===== config.mk =====
export PLATFORM = sky130hd
export DESIGN_NAME = d_e_reg
export DESIGN_NICKNAME = d
export VERILOG_FILES = /design/src/rtl/d_e_reg.sv
export SDC_FILE = /design/constraint.sdc
export NUM_CORES = 1
export LEC_CHECK = 0
export CAP_MARGIN = 20
export CELL_PAD_IN_SITES_DETAIL_PLACEMENT = 0
export CELL_PAD_IN_SITES_GLOBAL_PLACEMENT = 1
export CORE_UTILIZATION = 32
export DETAILED_ROUTE_END_ITERATION = 8
export GPL_ROUTABILITY_DRIVEN = 0
export GPL_TIMING_DRIVEN = 0
export PLACE_DENSITY_LB_ADDON = 0.1
export SYNTH_ARGS = -nofsm -noshare
export SYNTH_HDL_FRONTEND = slang
export SYNTH_SLANG_ARGS = --single-unit

===== constraint.sdc =====
create_clock -name clk -period 11.5 [get_ports clk]
set_input_delay 2.3 -clock clk [delete_from_list [all_inputs] [get_ports clk]]
set_output_delay 2.3 -clock clk [all_outputs]
set_load 0.01 [all_outputs]

===== src/rtl/d_e_reg.sv =====
`default_nettype none
// ============================================================================
// Module   : d_e_reg
// Purpose  : D->E pipeline register of the five-stage MIPS core. Inserts a
//            bubble on stall, decrements Tnew and counts inserted bubbles.
// Revision : 1.0 - initial release
// ============================================================================
module d_e_reg (
    input  logic        clk,
    input  logic        reset,
    input  logic        stall,
    input  logic [31:0] instr_D,
    input  logic [31:0] pc_D,
    input  logic [31:0] rs_D,
    input  logic [31:0] rt_D,
    input  logic [31:0] ext_D,
    input  logic [4:0]  a3_D,
    input  logic [1:0]  tnew_D,
    output logic [31:0] instr_E,
    output logic [31:0] pc_E,
    output logic [31:0] rs_E,
    output logic [31:0] rt_E,
    output logic [31:0] ext_E,
    output logic [31:0] pc8_E,
    output logic [4:0]  a3_E,
    output logic [1:0]  tnew_E,
    output logic        valid_E,
    output logic [31:0] bubble_cnt
);

    localparam logic [31:0] C_RESET_PC = 32'h0000_3000;
    localparam logic [31:0] C_LINK_OFS = 32'd8;

    logic [31:0] r_instr;
    logic [31:0] r_pc;
    logic [31:0] r_rs;
    logic [31:0] r_rt;
    logic [31:0] r_ext;
    logic [4:0]  r_a3;
    logic [1:0]  r_tnew;
    logic        r_valid;
    logic [31:0] r_bubble_cnt;

    logic [1:0]  w_tnew_next;

    // Tnew is one stage older in E; writes to $0 must never look like a hazard.
    always_comb begin
        w_tnew_next = 2'd0;
        if ((a3_D != 5'd0) && (tnew_D != 2'd0)) begin
            w_tnew_next = tnew_D - 2'd1;
        end
    end

    always_ff @(posedge clk or posedge reset) begin
        if (reset) begin
            r_instr      <= 32'd0;
            r_pc         <= C_RESET_PC;
            r_rs         <= 32'd0;
            r_rt         <= 32'd0;
            r_ext        <= 32'd0;
            r_a3         <= 5'd0;
            r_tnew       <= 2'd0;
            r_valid      <= 1'b0;
            r_bubble_cnt <= 32'd0;
        end else if (stall) begin
            // Bubble: nop with no destination; pc is kept for debug traces.
            r_instr      <= 32'd0;
            r_rs         <= 32'd0;
            r_rt         <= 32'd0;
            r_ext        <= 32'd0;
            r_a3         <= 5'd0;
            r_tnew       <= 2'd0;
            r_valid      <= 1'b0;
            r_bubble_cnt <= r_bubble_cnt + 32'd1;
        end else begin
            r_instr      <= instr_D;
            r_pc         <= pc_D;
            r_rs         <= rs_D;
            r_rt         <= rt_D;
            r_ext        <= ext_D;
            r_a3         <= a3_D;
            r_tnew       <= w_tnew_next;
            r_valid      <= 1'b1;
        end
    end

    assign instr_E    = r_instr;
    assign pc_E       = r_pc;
    assign rs_E       = r_rs;
    assign rt_E       = r_rt;
    assign ext_E      = r_ext;
    assign a3_E       = r_a3;
    assign tnew_E     = r_tnew;
    assign valid_E    = r_valid;
    assign bubble_cnt = r_bubble_cnt;
    assign pc8_E      = r_pc + C_LINK_OFS;

endmodule
`default_nettype wire

* Word-level counts from Yosys, hierarchy flattened
Cells that the tools add are included.
** Storage, ports and cells
- Flip-flop bits (word level) :: 200
- Bits in writable memories :: 0
- Output and inout bits :: 232
- Logic and storage cells :: 23
- Latch bits :: 0
- Memories kept :: 0
- Memory bits (read-only) :: 0
- Input bits :: 170
** Operators by class
- Reductions and logical operators :: 3
- Bitwise logic cells :: 0
- Equal/unequal tests :: 0
- Shift operators :: 0
- Add/subtract/negate cells :: 3
- Muxes and demuxes :: 8
- Order comparisons :: 0
- $mul :: 0
- Div/mod/pow operators :: 0
** Operators by type and width (count)
- $mux 32 :: 4
- $add 32x1->32 const B :: 1
- $add 32x4->32 const B :: 1
- $mux 5 :: 1
- $reduce_bool 5->1 :: 1
- $mux 2 :: 2
- $reduce_bool 2->1 :: 1
- $sub 2x1->2 const B :: 1
- $logic_and 1x1->1 :: 1
- $mux 1 :: 1

* Longest topological paths before layout
- Depth after elaboration :: 4
- Gate-level depth with buffers :: 5

* Worst setup path before layout
Ideal clock, no wire load.
- Kind :: flip-flop to output port
- From :: reg r_pc[12] (netlist: pc_E[12])
- To :: out pc8_E[19]
- Cell stages (with the launch flop) :: 6
- Arrival :: 1.811 ns
- Slack :: 7.389 ns
- Path buffers :: 1
- Required time :: 9.200 ns
- Cell sequence :: dfstp_2 > nand3_1 > or4_4 > buf_6 > nor3_1 > xor2_1
** Between the ends
- Cells in the longest elaborated chain, start to end :: 1
** RTL lines
- from (decl) :: RTL line 35 : logic [31:0] r_pc;
- from (signal assigned) :: RTL line 77 : r_pc <= pc_D;
- $add 32x4->32 :: RTL line 96 : assign pc8_E = r_pc + C_LINK_OFS;
- to (decl) :: RTL line 24 : output logic [31:0] pc8_E,
Every way passes these cells.

* Worst setup path after layout
- From :: reg r_pc[12] (netlist: pc_E[12])
- To :: out pc8_E[29]
The elaborated chain is that of the path after synthesis.

==> results by stage <==
Run status:
- The flow ran to the end, and the final reports show no timing, DRC or antenna violations.

Worst setup path:
- In this run the worst path has a maximum fanout of 10.
- Data arrives at the worst endpoint at 2820 ps.
- STA puts the critical path data required time at 9200 ps.
- The type of the worst setup path is register to output pin.
- The kind of end point of the critical path is an output pin.
- The startpoint type of the worst setup path is a register.

Layout:
- The count of fill cells added during filler insertion is 2029.
- The final layout contains approximately 1200 nets.
- The post-route cell area is 12600 um^2.
- Of the cells placed in the final design, the portion with a size suffix greater than 1 is 8.42%.
- Compared with the post-synthesis result, the final layout area differs by 67.0%.

Timing:
- The minimum period implied by the final worst setup slack is 5120 ps.
- The count of pins over their slew limit is 0.
- Setup repair after global routing left no endpoint under its margin.
- The maximum operating frequency is 0.195 GHz.
- The final number of hold-violating endpoints is 0.
- Clock skew on the completed layout was measured at 7.42 ps.
- The transition at the pin with the smallest max-transition slack is between 800 and 900 ps.
- The relative slew slack is 40.9%.
- The final setup violation count is 0.
- In the final timing run, aggregate negative setup slack is 0 ps.
- The ratio of final minimum period to clock period is 44.5%.

GRT:
- The number of antenna violations at the first check in global routing was 2.
- The pin count of the biggest net entering global routing is 120.
- For this run the aggregate overflow at the end of global routing stands at 0.
- The first global-routing pass estimated approximately 34 mm of wire.
- The number of global-route vias before repair is 5770.
- The global router's overall resource usage is 19.4%.

Route:
- In the final routed layout, each cell accounts on average for 17.4 um.
- The routed layout has 5625 vias.
- In the routed design, unresolved DRC markers number 0.
- The final layout contains routed wiring with a total length of 22.9 mm.
- Before antenna repair, the detailed router went through 4 iterations.
- The detailed-route vias per instance is 4.28.
- The first routing iteration left between 150 and 200 violations.
- In this run the remaining antenna-violating nets after routing total 0.

Clock tree:
- The number of buffers added by the clock tree synthesis step is 17.
- No sink is reached through more buffers than the 2 on the longest clock path.
- Clock latency on the worst-skew pair, taken at its later pin, is 430 ps.
- After clock tree synthesis, the flow added hold-fix buffers numbering 0.
- The tree is rooted in a clkbuf_16.
- TritonCTS built the clock tree.
- Once the clock tree was built, the setup fixing pass inserted 0 buffers.
- The H-tree depth is 4.
- The CTS sink count is 200.
- The post-cts sizing count is 0.
- After clock tree synthesis, the clock-pin slew on the worst setup and hold paths is 80 ps.

Min path:
- The class of the tightest hold or removal check is register to register.

Power and ir drop:
- Across the VDD grid, the largest voltage drop is 78.7 uV.
- Power spread over the standard cell area amounts to 136 nW/um^2.
- The leakage power figure is 0.00529 uW.

Yosys:
- Yosys printed 0 warnings.
- dfrtp_1 takes more of the synthesized area than any other cell.
- By area the synthesized netlist is led by dfrtp_1 66%, nor2b_1 11%, mux2_2 4.9%, xnor2_1 4.0%, xor2_1 2.8%.
- The share of the Yosys chip area taken by registers is between 60% and 70%.
- In this run the mean area of a mapped cell was 13.3 um^2.
- The post-synthesis net count is 738.
- The synthesized design contains 200 register bits.
- The count of unique library cells instantiated by Yosys is 32.
- The share of synthesized area in the top cell type comes to 65.8%.
- The mapped netlist covers about 7500 um^2.
- The instance count of the mapped netlist is 565.

Die:
- For this design the top-level I/O count stands at 402.
- The count of standard-cell rows is 55.
- The initial core utilization is 32.9%.
- After floorplanning, the core was sized to cover about 23000 um^2.
- The area of the die is 24100 um^2.
- The floorplan die height is 155 um.
- The die is roughly 160 um wide.

Place:
- During placement, the flow inserted port buffers numbering 400.
- Detailed placement ended at an HPWL of roughly 18 mm.
- In this run the cell area measured after placement is 12000 um^2.

Run:
- Max-cap violations in this run came to 0.
## logic make-up after synthesis
group / Yosys count / synth area share (%)
AOI/OAI and AO/OA: 1 / 0.0664
DFF: 200 / 66.5
buffers and inverters: 36 / 2.06
muxes: 33 / 4.94
and+or+nand+nor: 234 / 19.2
xor gates and xnor gates: 58 / 6.75
adders and majority gates: 3 / 0.499
## path summary, 6_finish.rpt
kind | slack (ps) | from | end | depth (start not counted)
setup reg to reg | 9530 | bubble_cnt[0]$_DFFE_PP0P_ | bubble_cnt[28]$_DFFE_PP0P_ | 5
max in group asynchronous | 8130 | reset | ext_E[2]$_DFF_PP0_ | 3
hold / removal | 490 | bubble_cnt[17]$_DFFE_PP0P_ | bubble_cnt[17]$_DFFE_PP0P_ | 1
hold reg to reg | 490 | bubble_cnt[17]$_DFFE_PP0P_ | bubble_cnt[17]$_DFFE_PP0P_ | 1
setup / recovery | 6380 | pc_E[12]$_DFFE_PP1N_ | pc8_E[29] | 6
min in group asynchronous | 2340 | reset | rt_E[25]$_DFF_PP0_ | 2
## synthesized netlist by cell type (all sizes together)
cell    count
inv        10
buf        10
clkbuf     16
o21ai       1
and2        2
nor2       12
and4        6
nand4      18
xnor2      34
xor2       24
nor3       10
and3        7
dfstp       2
or4         2
nand3      19
nor4        7
nor2b     133
dfrtp     198
ha          3
mux2       33
nand2      17
or3         1
## critical path: stages, from the launching register on
cell	delay, ps
dfstp_2	590
nand3_1	110
or4_4	590
buf_6	180
nor4_2	200
xor2_1	170
clkdlybuf4s50_1	550
## layout by cell type, fill, tap and decap left out, types with 3 or more instances in the layout
cell,count
clkdlybuf4s50_1,400
xor2_1,24
nand2_1,17
clkinv_4,3
nor3_1,6
buf_1,5
and4_1,6
nor2b_1,133
nand4_1,17
xnor2_1,34
clkbuf_16,17
and3_1,7
nor4_2,3
nor4_1,3
inv_1,9
dfrtp_1,198
clkinv_8,3
nand3_1,18
clkbuf_1,17
inv_8,4
mux2_2,33
nor2_1,12
buf_4,3
ha_1,3
nor3_2,4
## where the power goes
group	switching, uW	internal [uW]	total (uW)
Combinational	121	192	313
Sequential	39.5	751	790
Clock	289	317	606
Total	449	1260	1710
## area by class of cell
class	count	area (um^2)	area share, %
tap	313	392	3.12
clock inverter	13	163	1.29
inverter	10	45.0	0.358
buffer	26	118	0.936
timing repair buffer	401	4030	32.1
clock buffer	19	443	3.52
sequential	200	5010	39.8
antenna	2	5.00	0.0398
multi-input combinational	329	2360	18.8
## per-stage QoR
step / setup slack (ps) / instances / hold slack (ps) / utilization [%] / power, uW
finish: 6380 / 1313 / 486 / 55.0 / 1710
detailed placement: 6830 / 1279 / 483 / 52.3 / 1120
floorplan: 3750 / 565 / 508 / - / 909
global route: 6170 / 1312 / 514 / 55.0 / 1790
global placement: 832 / 1278 / 465 / 52.2 / 1120
CTS: 6350 / 1311 / 496 / 55.0 / 1730
## registers in the layout (all words and copies together), names as in the netlist
| name | count |
|---|---|
| tnew_E | 2 |
| ext_E | 32 |
| a3_E | 5 |
| rt_E | 32 |
| valid_E | 1 |
| instr_E | 32 |
| rs_E | 32 |
| pc_E | 32 |
| bubble_cnt | 32 |
## layer usage
layer	share of wire, %	GRT usage [%]	up-vias	wire length, um
met5	0	0	-	0
met4	2.0	6.96	0	469
met3	10	8.77	25	2320
met2	52	34.2	216	12000
met1	35	20.3	2708	8120
li1	-	-	2676	-
Note: power is estimated with default switching activity, not from simulation.
